--- config.mk ---
export PLATFORM = sky130hd
export DESIGN_NAME = ask_word_feeder_flat
export DESIGN_NICKNAME = d
export VERILOG_FILES = /design/src/rtl/ask_word_feeder_if.sv /design/src/rtl/ask_word_feeder.sv /design/src/flat_wrapper.sv
export SDC_FILE = /design/constraint.sdc
export NUM_CORES = 1
export LEC_CHECK = 0
export ABC_CLOCK_PERIOD_IN_PS = 11700
export CAP_MARGIN = 20
export CORE_MARGIN = 8
export CORE_UTILIZATION = 35
export CTS_CLUSTER_SIZE = 14
export DETAILED_ROUTE_END_ITERATION = 12
export PLACE_DENSITY = 0.5
export RECOVER_POWER = 25
export SLEW_MARGIN = 20
export SYNTH_ARGS = -nofsm -noshare
export SYNTH_HDL_FRONTEND = slang
export SYNTH_SLANG_ARGS = --single-unit
--- constraint.sdc ---
create_clock -name sys_clk -period 11.7 [get_ports sys_clk]
set_clock_uncertainty 0.2 [all_clocks]
set_input_delay 2.34 -clock sys_clk [delete_from_list [all_inputs] [get_ports sys_clk]]
set_output_delay 2.34 -clock sys_clk [all_outputs]
set_load 0.1 [all_outputs]
--- src/rtl/ask_word_feeder_if.sv ---
// ----------------------------------------------------------------------------
// ask_word_feeder_if
// Payload handshake between a word source and ask_word_feeder.
//   in_data   16  payload word, meaningful while in_valid is high
//   in_valid   1  source offers in_data
//   in_ready   1  sink can take a word this cycle
// A word moves on every clock edge where in_valid && in_ready.
// ----------------------------------------------------------------------------
interface ask_word_feeder_if;
   logic [15:0] in_data;
   logic        in_valid;
   logic        in_ready;

   modport master (
      output in_data,
      output in_valid,
      input  in_ready
   );

   modport slave (
      input  in_data,
      input  in_valid,
      output in_ready
   );
endinterface

--- src/rtl/ask_word_feeder.sv ---
// ----------------------------------------------------------------------------
// ask_word_feeder
// Upstream word scheduler for the 2ASK transmitter. Buffers 16-bit payload
// words in a first-word-fall-through FIFO and presents each one on data_out
// for a 16-symbol frame followed by an idle gap. The transmitter only starts
// a frame when its data_in changes, so a word equal to the one already on the
// bus is preceded by a single cycle of its complement.
//
// Parameters:
//   SYM_CLKS    clocks per symbol (transmitter B_FREQ + 1)
//   GAP_SYMS    idle symbols after each frame, 0 allowed
//   FIFO_DEPTH  word buffer depth, power of two, >= 2
//
// Ports:
//   sys_clk      in   clock
//   sys_rst_n    in   asynchronous active-low reset
//   in_bus       slave handshake: in_data / in_valid in, in_ready out
//   data_out     out  word bus to the transmitter's data_in
//   frame_start  out  one-cycle pulse when a new payload word lands on data_out
//   busy         out  high whenever the scheduler is not in IDLE
//   fifo_level   out  current FIFO occupancy
// ----------------------------------------------------------------------------
module ask_word_feeder #(
   parameter int SYM_CLKS   = 50,
   parameter int GAP_SYMS   = 2,
   parameter int FIFO_DEPTH = 4
) (
   input  logic                          sys_clk,
   input  logic                          sys_rst_n,
   ask_word_feeder_if.slave              in_bus,
   output logic [15:0]                   data_out,
   output logic                          frame_start,
   output logic                          busy,
   output logic [$clog2(FIFO_DEPTH):0]   fifo_level
);

   localparam int AW = $clog2(FIFO_DEPTH);
   localparam int LW = AW + 1;

   // Counters are loaded with (duration - 1) and the state is left when they
   // read 0, so each state lasts exactly its duration in clocks.
   localparam logic [15:0] SEND_LOAD = 16'(16 * SYM_CLKS - 1);
   localparam logic [15:0] GAP_LOAD  = (GAP_SYMS > 0) ? 16'(GAP_SYMS * SYM_CLKS - 1) : 16'd0;
   localparam logic [LW-1:0] FULL_LEVEL = LW'(FIFO_DEPTH);

   localparam logic [1:0] IDLE   = 2'd0;
   localparam logic [1:0] TOGGLE = 2'd1;
   localparam logic [1:0] SEND   = 2'd2;
   localparam logic [1:0] GAP    = 2'd3;

   logic [15:0]   mem [FIFO_DEPTH];
   logic [AW-1:0] wr_ptr;
   logic [AW-1:0] rd_ptr;
   logic [15:0]   head;
   logic          push;
   logic          pop;
   logic [1:0]    state;
   logic [15:0]   cnt;

   // ------------------------------------------------------------------------
   // FIFO
   // ------------------------------------------------------------------------
   // Ready comes from the registered level only: a pop while full frees the
   // slot for the following cycle, never the current one.
   assign in_bus.in_ready = (fifo_level != FULL_LEVEL);
   assign push            = in_bus.in_valid && in_bus.in_ready;
   assign head            = mem[rd_ptr];

   // NOTE: the storage array has no reset; the pointers and level define
   // which entries are meaningful, so clearing them empties the FIFO.
   always_ff @(posedge sys_clk) begin
      if (push) begin
         mem[wr_ptr] <= in_bus.in_data;
      end
   end

   // NOTE: all sequential state uses non-blocking assignments so every
   // register samples the pre-edge values of the others.
   always_ff @(posedge sys_clk or negedge sys_rst_n) begin
      if (!sys_rst_n) begin
         wr_ptr     <= '0;
         rd_ptr     <= '0;
         fifo_level <= '0;
      end else begin
         if (push) begin
            wr_ptr <= wr_ptr + AW'(1);
         end
         if (pop) begin
            rd_ptr <= rd_ptr + AW'(1);
         end
         case ({push, pop})
            2'b10:   fifo_level <= fifo_level + LW'(1);
            2'b01:   fifo_level <= fifo_level - LW'(1);
            default: ;
         endcase
      end
   end

   // ------------------------------------------------------------------------
   // Scheduler
   // ------------------------------------------------------------------------
   // The head is consumed when it goes straight onto the bus from IDLE, or
   // one cycle later after the complement has been shown in TOGGLE.
   // NOTE: pop is given a default before the case so no path leaves it
   // unassigned, which would otherwise infer a latch.
   always_comb begin
      pop = 1'b0;
      case (state)
         IDLE:    pop = (fifo_level != '0) && (head != data_out);
         TOGGLE:  pop = 1'b1;
         default: ;
      endcase
   end

   assign busy = (state != IDLE);

   always_ff @(posedge sys_clk or negedge sys_rst_n) begin
      if (!sys_rst_n) begin
         state       <= IDLE;
         cnt         <= '0;
         data_out    <= '0;
         frame_start <= 1'b0;
      end else begin
         frame_start <= 1'b0;
         case (state)
            IDLE: begin
               if (fifo_level != '0) begin
                  if (head != data_out) begin
                     data_out    <= head;
                     frame_start <= 1'b1;
                     cnt         <= SEND_LOAD;
                     state       <= SEND;
                  end else begin
                     // Same word as on the bus: show its complement for one
                     // cycle so the transmitter sees a change.
                     data_out <= ~head;
                     state    <= TOGGLE;
                  end
               end
            end

            TOGGLE: begin
               data_out    <= head;
               frame_start <= 1'b1;
               cnt         <= SEND_LOAD;
               state       <= SEND;
            end

            SEND: begin
               if (cnt == '0) begin
                  if (GAP_SYMS > 0) begin
                     cnt   <= GAP_LOAD;
                     state <= GAP;
                  end else begin
                     state <= IDLE;
                  end
               end else begin
                  cnt <= cnt - 16'd1;
               end
            end

            GAP: begin
               if (cnt == '0) begin
                  state <= IDLE;
               end else begin
                  cnt <= cnt - 16'd1;
               end
            end

            default: state <= IDLE;
         endcase
      end
   end

endmodule
--- src/flat_wrapper.sv ---
// flat-port wrapper written by rule: the top's interface ports become plain ports
module ask_word_feeder_flat 
#(
   parameter int SYM_CLKS   = 50,
   parameter int GAP_SYMS   = 2,
   parameter int FIFO_DEPTH = 4
)
  (sys_clk, sys_rst_n, data_out, frame_start, busy, fifo_level, in_bus_in_data, in_bus_in_valid, in_bus_in_ready);
  ask_word_feeder_if in_bus_i ();
  input  logic sys_clk;
  input  logic sys_rst_n;
  output logic [15:0] data_out;
  output logic frame_start;
  output logic busy;
  output logic [$clog2(FIFO_DEPTH):0] fifo_level;
  input wire logic [$bits(in_bus_i.in_data)-1:0] in_bus_in_data;
  input wire logic [$bits(in_bus_i.in_valid)-1:0] in_bus_in_valid;
  output wire logic [$bits(in_bus_i.in_ready)-1:0] in_bus_in_ready;
  assign in_bus_i.in_data = in_bus_in_data;
  assign in_bus_i.in_valid = in_bus_in_valid;
  assign in_bus_in_ready = in_bus_i.in_ready;
  ask_word_feeder #(.SYM_CLKS(SYM_CLKS), .GAP_SYMS(GAP_SYMS), .FIFO_DEPTH(FIFO_DEPTH)) u_core (.sys_clk(sys_clk), .sys_rst_n(sys_rst_n), .in_bus(in_bus_i), .data_out(data_out), .frame_start(frame_start), .busy(busy), .fifo_level(fifo_level));
endmodule
; Word-level counts from Yosys, hierarchy flattened
; Memories as Yosys holds them, arrays and structs flattened.
; Cells that the tools add are included.
[op_classes]
n_addsub = 5
eq_ne = 12
mux = 20
n_bitwise = 1
reduce_logical = 11
[ops]
columns = operator, count
row1 = 16-bit 2-to-1 mux, 6
row2 = 16-bit case mux with 4 select lines, 1
row3 = 16-bit case mux with 2 select lines, 1
row4 = 16-bit zero test, 1
row5 = 16-bit != test, 1
row6 = 16-bit inverter, 1
row7 = 16-bit by 1-bit subtractor with 16-bit output (second input constant), 1
row8 = 2-bit 2-to-1 mux, 4
row9 = 2-bit by 1-bit != test with 1-bit output (second input constant), 4
row10 = 2-bit case mux with 4 select lines, 1
row11 = 2-bit equality test (second input constant), 3
row12 = 3-bit case mux with 2 select lines, 1
row13 = 3-bit AND reduction, 2
row14 = 2-bit nonzero test, 3
row15 = 2-bit by 1-bit adder with 2-bit output (second input constant), 2
row16 = 2-bit by 1-bit equality test with 1-bit output (second input constant), 2
row17 = 1-bit 2-to-1 mux, 4
row18 = 1-bit case mux with 2 select lines, 2
row19 = 3-bit by 1-bit adder with 3-bit output (second input constant), 1
row20 = 3-bit != test (second input constant), 1
row21 = 3-bit nonzero test, 1
row22 = 3-bit by 1-bit subtractor with 3-bit output (second input constant), 1
row23 = 1-bit logical AND, 2
row24 = 2-bit zero test, 1
row25 = other kinds (2), 2
[word_totals]
regBits = 42
ram_bits = 64
output_inout_bits = 22
memories = 1
[memory_table]
columns = name, words, word_bits, rd, rd_ports_with_merged_regs, write_ports, line
row1 = u_core.mem, 4, 16, 1, 0, 1, ask_word_feeder.sv:51  ; logic [15:0] mem [FIFO_DEPTH];

; Logic depth before layout (Yosys ltp)
; An unclocked memory read counts as a cell.
[logic_depth]
word_depth = 6
ltp_mapped = 15
ltp_nobuf = 12

; Least setup slack after synthesis
; OpenSTA, ideal clock, no wires.
[synth_path]
kind = register to output
start = register u_core.fifo_level[0]
end = output in_bus_in_ready
arrival_ns = 2.011
required_time_ns = 9.160
slack_ns = 7.149
stages_incl_launch_ff = 3
n_path_buf = 0
cell_sequence = dfrtp_1 -> inv_1 -> nand3_1
[synth_via]
elab_chain_cells = 1
[synth_rtl]
columns = item, line
row1 = "start, declared", ask_word_feeder.sv:34  ; output logic [$clog2(FIFO_DEPTH):0] fifo_level
row2 = "start signal, assigned", ask_word_feeder.sv:92  ; 2'b10: fifo_level <= fifo_level + LW'(1);
row3 = "start signal, assigned", ask_word_feeder.sv:93  ; 2'b01: fifo_level <= fifo_level - LW'(1);
row4 = 3-bit != test, ask_word_feeder.sv:65  ; assign in_bus.in_ready = (fifo_level != FULL_LEVEL);
row5 = "end, declared", flat_wrapper.sv:18  ; output wire logic [$bits(in_bus_i.in_ready)-1:0] in_bus_in_ready;
; No other way between the ends.

; Final worst setup path
[layout_path]
start = register u_core.state[0]
end = output busy
[layout_via]
elab_chain_cells = 1
[layout_rtl]
columns = item, line
row1 = "start, declared", ask_word_feeder.sv:57  ; logic [1:0] state;
row2 = "start signal, assigned", ask_word_feeder.sv:119  ; state <= IDLE;
row3 = "start signal, assigned", ask_word_feeder.sv:132  ; state <= SEND;
row4 = "start signal, assigned", ask_word_feeder.sv:137  ; state <= TOGGLE;
row5 = 2-bit nonzero test, ask_word_feeder.sv:115  ; assign busy = (state != IDLE);
row6 = "end, declared", flat_wrapper.sv:14  ; output logic busy;
; No other way between the ends.

==> results.txt <==
The run finished, with violations left. The final reports fail on capacitance limit, slew limit. The number of nets in the finished design came out at 481. The number of pins with negative max-slew slack in the final report came out at 43. The core area is 14600 µm². The floorplan step defined a die boundary enclosing 19100 µm². Counting flops and latches in the post-synthesis netlist gives about 110. The number of antenna violations at the first check in global routing is 0. The transition time at the pin with the least slew margin is approximately 2.5 ns.

The half-perimeter wire length of the detailed placement result is 7740 µm. The kind of launch point of the worst setup path is a flop. The number of buffers inserted to repair setup after CTS is 0. The synthesized area per cell came out at 12.5 µm². The critical path class is reg -> out. The number of remaining DRC errors is 0.

The chip width came out at about 140 µm. The post-route antenna net violation count is 0. Yosys mapped a number of flops with a built-in enable equal to 64. The total length of routed wires is about 12000 µm. The cell count after synthesis came out at 419.

The worst register-to-register path begins at u_core.rd_ptr[1]$_DFFE_PN0P_. The post-cts repair resize count is 0. Clock-pin slew was measured on the worst setup and hold paths at 0.07 ns. The count of unique library cells instantiated by Yosys is 52. In the post-synthesis netlist, the biggest area contributors are edfxtp_1, dfrtp_1, mux4_2. The count of cells along the worst hold path came out at 1. The timing-limited maximum frequency came out at 0.187 GHz. The initial utilization of the core area, before any placement, comes to 0.358.

The maximum number of pins on one net before global-route repair is 43. The via count of the first global-routing pass is 3578. met2 is the most crowded layer. The fraction of registers with async set/reset came out at 0.396. TritonCTS created 9 clock buffers. After clock tree synthesis, the flow added hold-fix buffers numbering 0. The DRC violation total after the first TritonRoute iteration is 290. The setup slack on the worst flop-to-flop path came out at 7.52 ns. The cell with the most instances after synthesis is edfxtp_1.

For this design the static power due to leakage is about 0.0021 µW. The tightest hold margin came out at ~0.34 ns. The worst voltage drop across the vdd grid is between 0.15 and 0.2 mV. The root buffer cell is clkbuf_16. edfxtp_1 takes more of the synthesized area than any other cell. The depth of the worst register-to-register path is 12. The floorplan row count came out at 44. The die is ~140 µm tall. The top flip-flop cell by instance count after synthesis is edfxtp_1. The overall power after layout came out at 1790 µW. The final weighted congestion of routability-driven global placement came out at between 0.7 and 0.8. The worst pin sits at a relative slew slack of -0.654.

The antenna diode count came out at 0. The routed layout has about 3.5k vias. The portion of the clock cycle consumed by the worst path in the final layout came out at 0.456. The worst hold path terminates at u_core.cnt[10]$_DFFE_PN0P_. The clock tree from TritonCTS is built. In this run the power density over the cells is just under 300 nW/µm². The final critical delay including setup and external delays came out at 5.34 ns.

The share of synthesized area in the top cell type comes to 0.368. In the synthesized netlist, the cells that appear most often are edfxtp_1, dfrtp_1, nand2_1. Data arrives at the worst endpoint at 2.80 ns.

The maximum fanout count along the critical path is 17. The via-per-instance ratio came out at 5.46. The layout filler cell count is 1354. STA puts the critical path data required time at approximately 9.2 ns. The clock net in this run drives a total of 106 sinks. The top-level port count came out at 41. The met1 layer usage reported by global route came out at 0.153.

The endpoint identified for the worst register-to-register timing path is u_core.fifo_level[2]$_DFFE_PN0P_. Setup repair after global routing left no endpoint under its margin. The final setup slack of the worst path came out at 6.36 ns. The netlist area before placement came out at 5230 µm². Across every metal layer, demand over resource in global routing totals 0.125. For this run, the number of Yosys warnings is 0.

The clock insertion delay at the later pin of the skew report is 0.35 ns. The finished layout cell area is 6050 µm². The sequential cell area fraction in the yosys report is 0.569. For met3 alone, demand over resource in global routing was 0.0356. From synthesis to final layout, the design area changed by 15.7%.

The remaining global-route overflow is 0. The H-tree depth came out at 3. The mean routed wirelength per cell is 18.6 µm. The post-placement worst setup slack came out at 6.79 ns. The worst setup path is captured at a primary output. The aggregate negative setup slack came out at 0 ns. The fraction of final layout cells sized beyond drive strength 1 is 0.0967.

The number of failing hold endpoints at the final stage is 0. The min-delay analysis places its worst path in the category reg -> reg. The wire length of the first global-routing pass is 19300 µm. The quantity of I/O buffers inserted on ports came out at 40. The worst hold path begins at u_core.cnt[10]$_DFFE_PN0P_. The clock passes through at most 2 buffers. The global-route track usage on met2 is 0.210. The setup violation total in the final timing report came out at 0.

The post-synth net total came out at 450. The tool flagged a number of max-cap violations equal to 1. The cell area after placement is 5760 µm². The detailed-routing iteration count for the pre-antenna-repair pass came out at 4.
kinds of logic (layout without fill, tap and decap cells):
group                      count (synthesis)  after routing  share of synthesized area
AOI/OAI and AO/OA                         85             85                      0.115
xor gates and xnor gates                  22             22                     0.0369
adders and majority gates                 12             12                     0.0302
buffers and inverters                     44             80                     0.0393
DFF                                      106            106                      0.569
muxes                                     19             19                     0.0747
and+or+nand+nor                          131            131                      0.135
cells in the final DEF (no fill, tap or decap), types with 13 or more instances in the layout:
cell type / n
edfxtp_1: 64
dfrtp_1: 42
clkdlybuf4s50_1: 35
nand2_1: 28
nor2_1: 24
nand3_1: 20
xnor2_1: 19
inv_1: 18
o211ai_1: 18
or4_1: 18
mux4_2: 16
o21ai_0: 13
where the power goes:
group | internal, µW | switching, µW
clock network | 148 | 144
logic | 296 | 626
registers | 500 | 75.0
total | 944 | 845
through the flow:
step,util,std cells
global route,0.414,639
detailed placement,0.395,623
CTS,0.414,639
finish,0.414,639
global placement,0.395,623
floorplan,-,419
registers in the layout, summed over array words and instances (netlist names):
signal / cells
u_core.data_out: 16
u_core.cnt: 16
u_core.frame_start: 1
u_core.fifo_level: 3
u_core.state: 2
u_core.wr_ptr: 2
u_core.rd_ptr: 2
u_core.mem: 64
routing by layer:
layer	part of all wire	vias to the layer above
met1	0.45	1738
met4	0.012	0
met2	0.50	49
met5	0	-
li1	-	1686
met3	0.040	14
area by class of cell:
cell class / instances / area, µm² / area share
flip-flops and latches: 106 / 2970 / 0.492
repair buffers: 46 / 439 / 0.0726
multi-input cells: 269 / 2060 / 0.340
inverters: 18 / 67.6 / 0.0112
clock inverters: 6 / 50.0 / 0.00828
clock buffers: 10 / 229 / 0.0379
well taps: 184 / 230 / 0.0381
worst max-delay path: stages, from the launching register on:
cell	delay, ns
dfrtp_1	0.42
inv_1	0.12
ha_1	0.59
inv_1	0.28
clkdlybuf4s50_1	1.04
worst max-delay path by stage:
stage	from	end	slack, ns	depth (start not counted)
after CTS	u_core.state[0]$_DFFE_PN0P_	busy	6.40	4
after floorplan	u_core.fifo_level[0]$_DFFE_PN0P_	in_bus_in_ready	7.15	2
after global placement	u_core.state[0]$_DFFE_PN0P_	busy	6.86	4
after global routing	u_core.state[0]$_DFFE_PN0P_	busy	6.21	4
after detailed placement	u_core.state[0]$_DFFE_PN0P_	busy	6.79	4
final	u_core.state[0]$_DFFE_PN0P_	busy	6.36	4
Power figures use the tool's default switching activity.
